### src/rtl/cpu_bp_pkg.sv
// Shared types and helpers for the branch predictor: direction-counter encodings,
// the default-configuration BTB entry layout, and PC index/tag extraction.
package cpu_bp_pkg;

    localparam int BP_TAG_W = 8;
    localparam int BP_CTR_W = 2;

    typedef struct packed {
        logic                valid;
        logic [BP_TAG_W-1:0] tag;
        logic [31:0]         target;
        logic [BP_CTR_W-1:0] ctr;
    } btb_entry_t;

    // Counter encodings, returned wide and sized down by the user.
    function automatic logic [31:0] ctr_snt(input int w);
        return 32'd0;
    endfunction

    function automatic logic [31:0] ctr_wnt(input int w);
        return (32'd1 << (w - 1)) - 32'd1;
    endfunction

    function automatic logic [31:0] ctr_wt(input int w);
        return 32'd1 << (w - 1);
    endfunction

    function automatic logic [31:0] ctr_st(input int w);
        return (32'd1 << w) - 32'd1;
    endfunction

    // Word-aligned PCs: the two low bits never select an entry.
    function automatic logic [31:0] pc_index(input logic [31:0] pc, input int idx_w);
        return (pc >> 2) & ((32'd1 << idx_w) - 32'd1);
    endfunction

    function automatic logic [31:0] pc_tag(input logic [31:0] pc, input int idx_w, input int tag_w);
        return (pc >> (idx_w + 2)) & ((32'd1 << tag_w) - 32'd1);
    endfunction

endpackage

### src/rtl/bp_sat_counter.sv
// Next-state function of a saturating up/down direction counter.
module bp_sat_counter
    import cpu_bp_pkg::*;
#(
    parameter int CTR_W = 2
) (
    input  logic [CTR_W-1:0] ctr,
    input  logic             inc,
    output logic [CTR_W-1:0] ctr_nxt
);

    localparam logic [CTR_W-1:0] CTR_SNT = CTR_W'(ctr_snt(CTR_W));
    localparam logic [CTR_W-1:0] CTR_ST  = CTR_W'(ctr_st(CTR_W));

    always_comb begin
        ctr_nxt = ctr;
        if (inc) begin
            if (ctr != CTR_ST)
                ctr_nxt = ctr + 1'b1;
        end else if (ctr != CTR_SNT) begin
            ctr_nxt = ctr - 1'b1;
        end
    end

endmodule

### src/rtl/branch_predictor_btb.sv
// Direct-mapped branch target buffer with per-entry direction counters, EX-stage
// update/mispredict detection, and lookup/mispredict performance counters.
module branch_predictor_btb
    import cpu_bp_pkg::*;
#(
    parameter int ENTRIES = 16,
    parameter int TAG_W   = BP_TAG_W,
    parameter int CTR_W   = BP_CTR_W,
    parameter int PERF_W  = 32
) (
    input  logic              clk,
    input  logic              reset,
    input  logic              lookup_valid,
    input  logic [31:0]       lookup_pc,
    output logic              pred_hit,
    output logic              pred_taken,
    output logic [31:0]       pred_target,
    input  logic              upd_valid,
    input  logic [31:0]       upd_pc,
    input  logic              upd_taken,
    input  logic [31:0]       upd_target,
    input  logic              upd_pred_taken,
    input  logic [31:0]       upd_pred_target,
    output logic              mispredict,
    output logic [31:0]       correct_pc,
    input  logic              inv_all,
    output logic [PERF_W-1:0] perf_lookups,
    output logic [PERF_W-1:0] perf_mispred
);

    localparam int IDX_W = $clog2(ENTRIES);
    localparam logic [CTR_W-1:0] CTR_WNT = CTR_W'(ctr_wnt(CTR_W));
    localparam logic [CTR_W-1:0] CTR_WT  = CTR_W'(ctr_wt(CTR_W));

    typedef struct packed {
        logic             valid;
        logic [TAG_W-1:0] tag;
        logic [31:0]      target;
        logic [CTR_W-1:0] ctr;
    } entry_t;

    entry_t tbl [ENTRIES];

    logic [IDX_W-1:0] lk_idx, upd_idx;
    logic [TAG_W-1:0] lk_tag, upd_tag;
    entry_t           lk_e, upd_e;
    logic             upd_hit;
    logic [CTR_W-1:0] ctr_nxt;

    assign lk_idx  = IDX_W'(pc_index(lookup_pc, IDX_W));
    assign lk_tag  = TAG_W'(pc_tag(lookup_pc, IDX_W, TAG_W));
    assign upd_idx = IDX_W'(pc_index(upd_pc, IDX_W));
    assign upd_tag = TAG_W'(pc_tag(upd_pc, IDX_W, TAG_W));

    // Lookup reads registered state only: a same-cycle update is not bypassed.
    assign lk_e        = tbl[lk_idx];
    assign pred_hit    = lk_e.valid && (lk_e.tag == lk_tag);
    assign pred_taken  = pred_hit && lk_e.ctr[CTR_W-1];
    assign pred_target = pred_taken ? lk_e.target : lookup_pc + 32'd4;

    assign mispredict = upd_valid &
                        ((upd_taken != upd_pred_taken) |
                         (upd_taken & upd_pred_taken & (upd_target != upd_pred_target)));
    assign correct_pc = upd_taken ? upd_target : upd_pc + 32'd4;

    assign upd_e   = tbl[upd_idx];
    assign upd_hit = upd_e.valid && (upd_e.tag == upd_tag);

    bp_sat_counter #(.CTR_W(CTR_W)) u_ctr (
        .ctr     (upd_e.ctr),
        .inc     (upd_taken),
        .ctr_nxt (ctr_nxt)
    );

    always_ff @(posedge clk or negedge reset) begin
        if (!reset) begin
            for (int i = 0; i < ENTRIES; i++) begin
                tbl[i].valid  <= 1'b0;
                tbl[i].tag    <= '0;
                tbl[i].target <= '0;
                tbl[i].ctr    <= CTR_WNT;
            end
            perf_lookups <= '0;
            perf_mispred <= '0;
        end else begin
            if (lookup_valid)
                perf_lookups <= perf_lookups + 1'b1;
            if (mispredict)
                perf_mispred <= perf_mispred + 1'b1;

            // Flush wins over any update; counters and targets survive it.
            if (inv_all) begin
                for (int i = 0; i < ENTRIES; i++)
                    tbl[i].valid <= 1'b0;
            end else if (upd_valid) begin
                if (upd_hit) begin
                    tbl[upd_idx].ctr <= ctr_nxt;
                    if (upd_taken)
                        tbl[upd_idx].target <= upd_target;
                end else if (upd_taken) begin
                    tbl[upd_idx].valid  <= 1'b1;
                    tbl[upd_idx].tag    <= upd_tag;
                    tbl[upd_idx].target <= upd_target;
                    tbl[upd_idx].ctr    <= CTR_WT;
                end
            end
        end
    end

endmodule

### config.mk
export PLATFORM = sky130hd
export DESIGN_NAME = branch_predictor_btb
export DESIGN_NICKNAME = d
export VERILOG_FILES = /design/src/rtl/cpu_bp_pkg.sv /design/src/rtl/bp_sat_counter.sv /design/src/rtl/branch_predictor_btb.sv
export SDC_FILE = /design/constraint.sdc
export NUM_CORES = 2
export LEC_CHECK = 0
export ABC_CLOCK_PERIOD_IN_PS = 4700
export CAP_MARGIN = 20
export CELL_PAD_IN_SITES_DETAIL_PLACEMENT = 0
export CELL_PAD_IN_SITES_GLOBAL_PLACEMENT = 1
export CORE_MARGIN = 1.5
export CORE_UTILIZATION = 45
export CTS_CLUSTER_DIAMETER = 80
export CTS_CLUSTER_SIZE = 25
export DETAILED_ROUTE_END_ITERATION = 8
export PLACE_DENSITY_LB_ADDON = 0.1
export SLEW_MARGIN = 20
export SYNTH_ARGS = -nofsm -noshare
export SYNTH_HDL_FRONTEND = slang
export SYNTH_SLANG_ARGS = --single-unit
export TNS_END_PERCENT = 100
### constraint.sdc
create_clock -name clk -period 4.7 [get_ports clk]
set_input_delay 0.94 -clock clk [delete_from_list [all_inputs] [get_ports clk]]
set_output_delay 0.94 -clock clk [all_outputs]
set_load 0.005 [all_outputs]
==> flow_summary.yaml <==
drt:
  post_drt_via_cell_ratio: 5.97
  drtPass1Iterations: 5
  wl_um: 112000
  post_drt_wl_per_cell_um: 28.0
  ant_nets: 0
  drc: 0
  vias: 23900
  drt_iter0_markers: 1390
clocking:
  numClockSinks: 752
  cts_root_buffer: "clkbuf_16"
  clk_pin_slew_ns: 0.10
  htreeDepth: 2
  cts_buffers: 43
  cts_tree: "yes"
  postCtsHoldBufs: 0
  clock_path_buffers: 3
  insertion_delay_ns: 0.61
job:
  cap_violations: 0
final_layout:
  syn2layout_area_growth_pct: 18.3
  layout.cells.non_filler: 3993
  final_area_um2: 44400
  drive_gt1_share_pct: 45.3
  nets: 3035
sta:
  finalMaxSlewViolations: 0
  finalHoldViolations: 0
  tightest_slew_ns: 0.987
  period_minus_slack_ns: 4.86
  finClkSkew_ns: 0.0221
  setup_viol: 25
  post-route-period-util_pct: 103
  fmax_mhz: 206
  setup_ws_ns: -0.159
  relSlewSlack_pct: 34.2
  grt_setup_unrepaired: "true"
grt:
  grt_pass1_vias: 25300
  grt_use_total_pct: 26.4
  grt_pass1_wl_um: 167000
  grt_start_max_net_pins: 111
  grt-ovfl-total: 0
  antenna_found_initial: 1
floorplan:
  core_area_um2: 82200
  die_h_um: 292
  io_pins: 266
  initial_utilization_pct: 45.6
  die-width_um: 292
  dieArea_um2: 85100
  rows: 105
placement:
  gp_congestion: 0.861
  placed_cells: 3884
  hpwlAfterDp_um: 73300
  preCtsSetupSlack_ns: -0.399
  portBuffers: 265
  place_area_um2: 42400
setup_path:
  path_cells: "buf_12, buf_12, buf_8, mux4_2, mux4_2, xnor2_2, nand3_2, nor3_4, buf_12, buf_6, clkbuf_16, buf_6, buf_6, mux2_4, clkbuf_2"
  critPathMaxStageDelay_ns: 0.54
  cp.arrival_ns: 3.92
  crit_fanout: 5
  worstSetupEndpoint: "pred_target[22]"
  critPathSlowestCell: "mux4_2"
  r2r-end: "tbl[684]"
  reg2regPathDepth: 9
  rrSetupSlack_ns: 1.42
  r2r_start: "tbl[510]"
  start_kind: "input pin"
  critical_path_class: "input pin to primary output"
  critPathRequiredTime_ns: 3.76
  cp-startpoint: "lookup_pc[2]"
  endpoint_kind: "primary output"
synthesis:
  synth_edf_count: 0
  synth.top_cell.area_share_pct: 49.1
  ys_top_cells_by_area: "dfrtp_1 49%, mux2_2 20%, mux4_2 15%"
  syn_inst: 2582
  synth_seq_cells: 752
  ys_async_sr_fraction_pct: 100
  synth.largest_area_cell: "dfrtp_1"
  synth_area_um2: 37500
  yosysSeqAreaShare_pct: 50.2
  syn_nets: 2725
  yosys_most_used_dff: "dfrtp_1"
  ys_types: 55
  ys_warn_count: 0
  avgSynthCellArea_um2: 14.5
min_path:
  hp-class: "input pin to async pin"
outcome:
  status: "complete, but fails checks"
  violations: "negative setup slack"
pwr:
  ir_drop_uv: 216
  p_leak_nw: 20.2
  power.density_nw_per_um2: 332
==> placed cells by master, fill, tap and decap left out, types with 5 or more instances in the layout <==
cell type        netlist  final
nand3_1               49     46
dfstp_2               16     16
nor2_4                11     13
a22o_1                 9      9
clkbuf_16              0     49
xnor2_1               87     84
nor3_1                12     12
dfrtp_1              736    736
o21ai_0               39     36
buf_4                 10    168
and4_1                16     15
and3_1                26     26
nor2b_1                7      7
nor2_2                 4      5
nand4_1               29     29
clkinv_8               0      5
a22oi_1               10     10
mux2i_1               20     19
buf_12                 0     38
and2_1                 8      8
mux4_2               251    251
nand2_2                0     14
nor2_1                43     40
inv_1                 33     33
clkbuf_1             169      5
a31oi_1                5      5
xor2_1                81     81
a21o_1                16     16
a21oi_1                7      7
dlymetal6s2s_1         0      6
buf_2                 15      6
nor4_1                10      8
mux2_2               659    649
mux2_4                 0     26
clkdlybuf4s50_1        0    220
clkbuf_2               1     27
nand2_1              111     97
ha_1                   8      8
buf_6                  9     12
==> power breakdown <==
| group | internal, mW | switching (mW) | total, mW | leakage [nW] |
|---|---|---|---|---|
| sequential | 7.26 | 0.480 | 7.74 | 9.91 |
| combinational | 1.57 | 1.10 | 2.67 | 9.58 |
| clock | 1.95 | 2.36 | 4.31 | 0.698 |
| total | 10.8 | 3.94 | 14.7 | 20.2 |
==> cells by family after synthesis <==
kind of cell,synth area share (%)
AOI/OAI and AO/OA,1.95
xor gates and xnor gates,3.92
adders and majority gates,0.320
buffers and inverters,2.94
DFF,50.2
muxes,36.0
and+or+nand+nor,4.68
==> state kept, by name, indices dropped and copies added (netlist names) <==
signal / count
perf_lookups: 32
tbl: 688
perf_mispred: 32
==> how the worst min path moves through the flow <==
stage | from | endpoint | slack, ns | cells after the start
floorplan | tbl[645] | tbl[645] | 0.44 | 2
global placement | tbl[645] | tbl[645] | 0.45 | 2
detailed placement | tbl[645] | tbl[645] | 0.46 | 2
CTS | reset | tbl[407] | 0.44 | 1
global route | reset | tbl[493] | 0.47 | 1
finish | reset | tbl[493] | 0.42 | 1
==> worst max-delay path: cells and delay by family <==
family / cells / cell delay, ns
simple gates: 2 / 0.36
xor+xnor: 1 / 0.21
buf+inv: 9 / 1.08
mux: 3 / 1.31
==> stage by stage <==
| step | utilization, % | hold slack [ns] | TNS [ns] | power, mW |
|---|---|---|---|---|
| 3_5_place_dp | 51.6 | 0.455 | -12.25 | 10.5 |
| 5_1_grt | 53.9 | 0.469 | -3.80 | 15.4 |
| 2_1_floorplan | - | 0.438 | 0 | 9.36 |
| 6_report | 53.9 | 0.421 | -1.93 | 14.7 |
| 3_3_place_gp | 51.6 | 0.455 | -11.49 | 10.4 |
| 4_1_cts | 53.4 | 0.437 | -6.18 | 14.9 |
==> layout make-up <==
class                           instances  area [µm²]
Antenna cell                            1        2.50
Clock buffer                           53        1190
Clock inverter                         22         267
Fill cell                            6813       37900
Inverter                               34         128
Multi-Input combinational cell       1573       17800
Sequential cell                       752       18800
Tap cell                             1070        1340
Timing Repair Buffer                  488        4820
==> repair_timing <==
item / 4_1_cts / 5_1_grt
setup endpoints to repair: 35 / 40
gates resized for setup: 21 / 117
buffers inserted: 2 / 27
cloned: 0 / 4
pin swaps: 1 / 5
==> Yosys cell counts (all sizes together) (8+ instances only) <==
cell type and number:
nor3 14, mux2 678, xnor2 87, a22o 9
a22oi 10, dfrtp 736, buf 53, nand2 111
and3 26, clkbuf 170, o21ai 39, ha 8
a21o 16, nand3 49, nor2 58, inv 33
and2 9, nand4 29, nor4 10, mux2i 20
mux4 251, dfstp 16, and4 16, xor2 81
==> metal layers <==
layer  vias to the layer above  part of all wire [%]  global-route usage (%)
li1                      10100                     -                       -
met1                     12900                    44                    36.9
met2                       666                    49                    43.8
met3                       115                   5.2                    3.71
met4                         2                   2.1                    5.84
met5                         -                 0.012                       0
(Power assumes the default switching activity.)
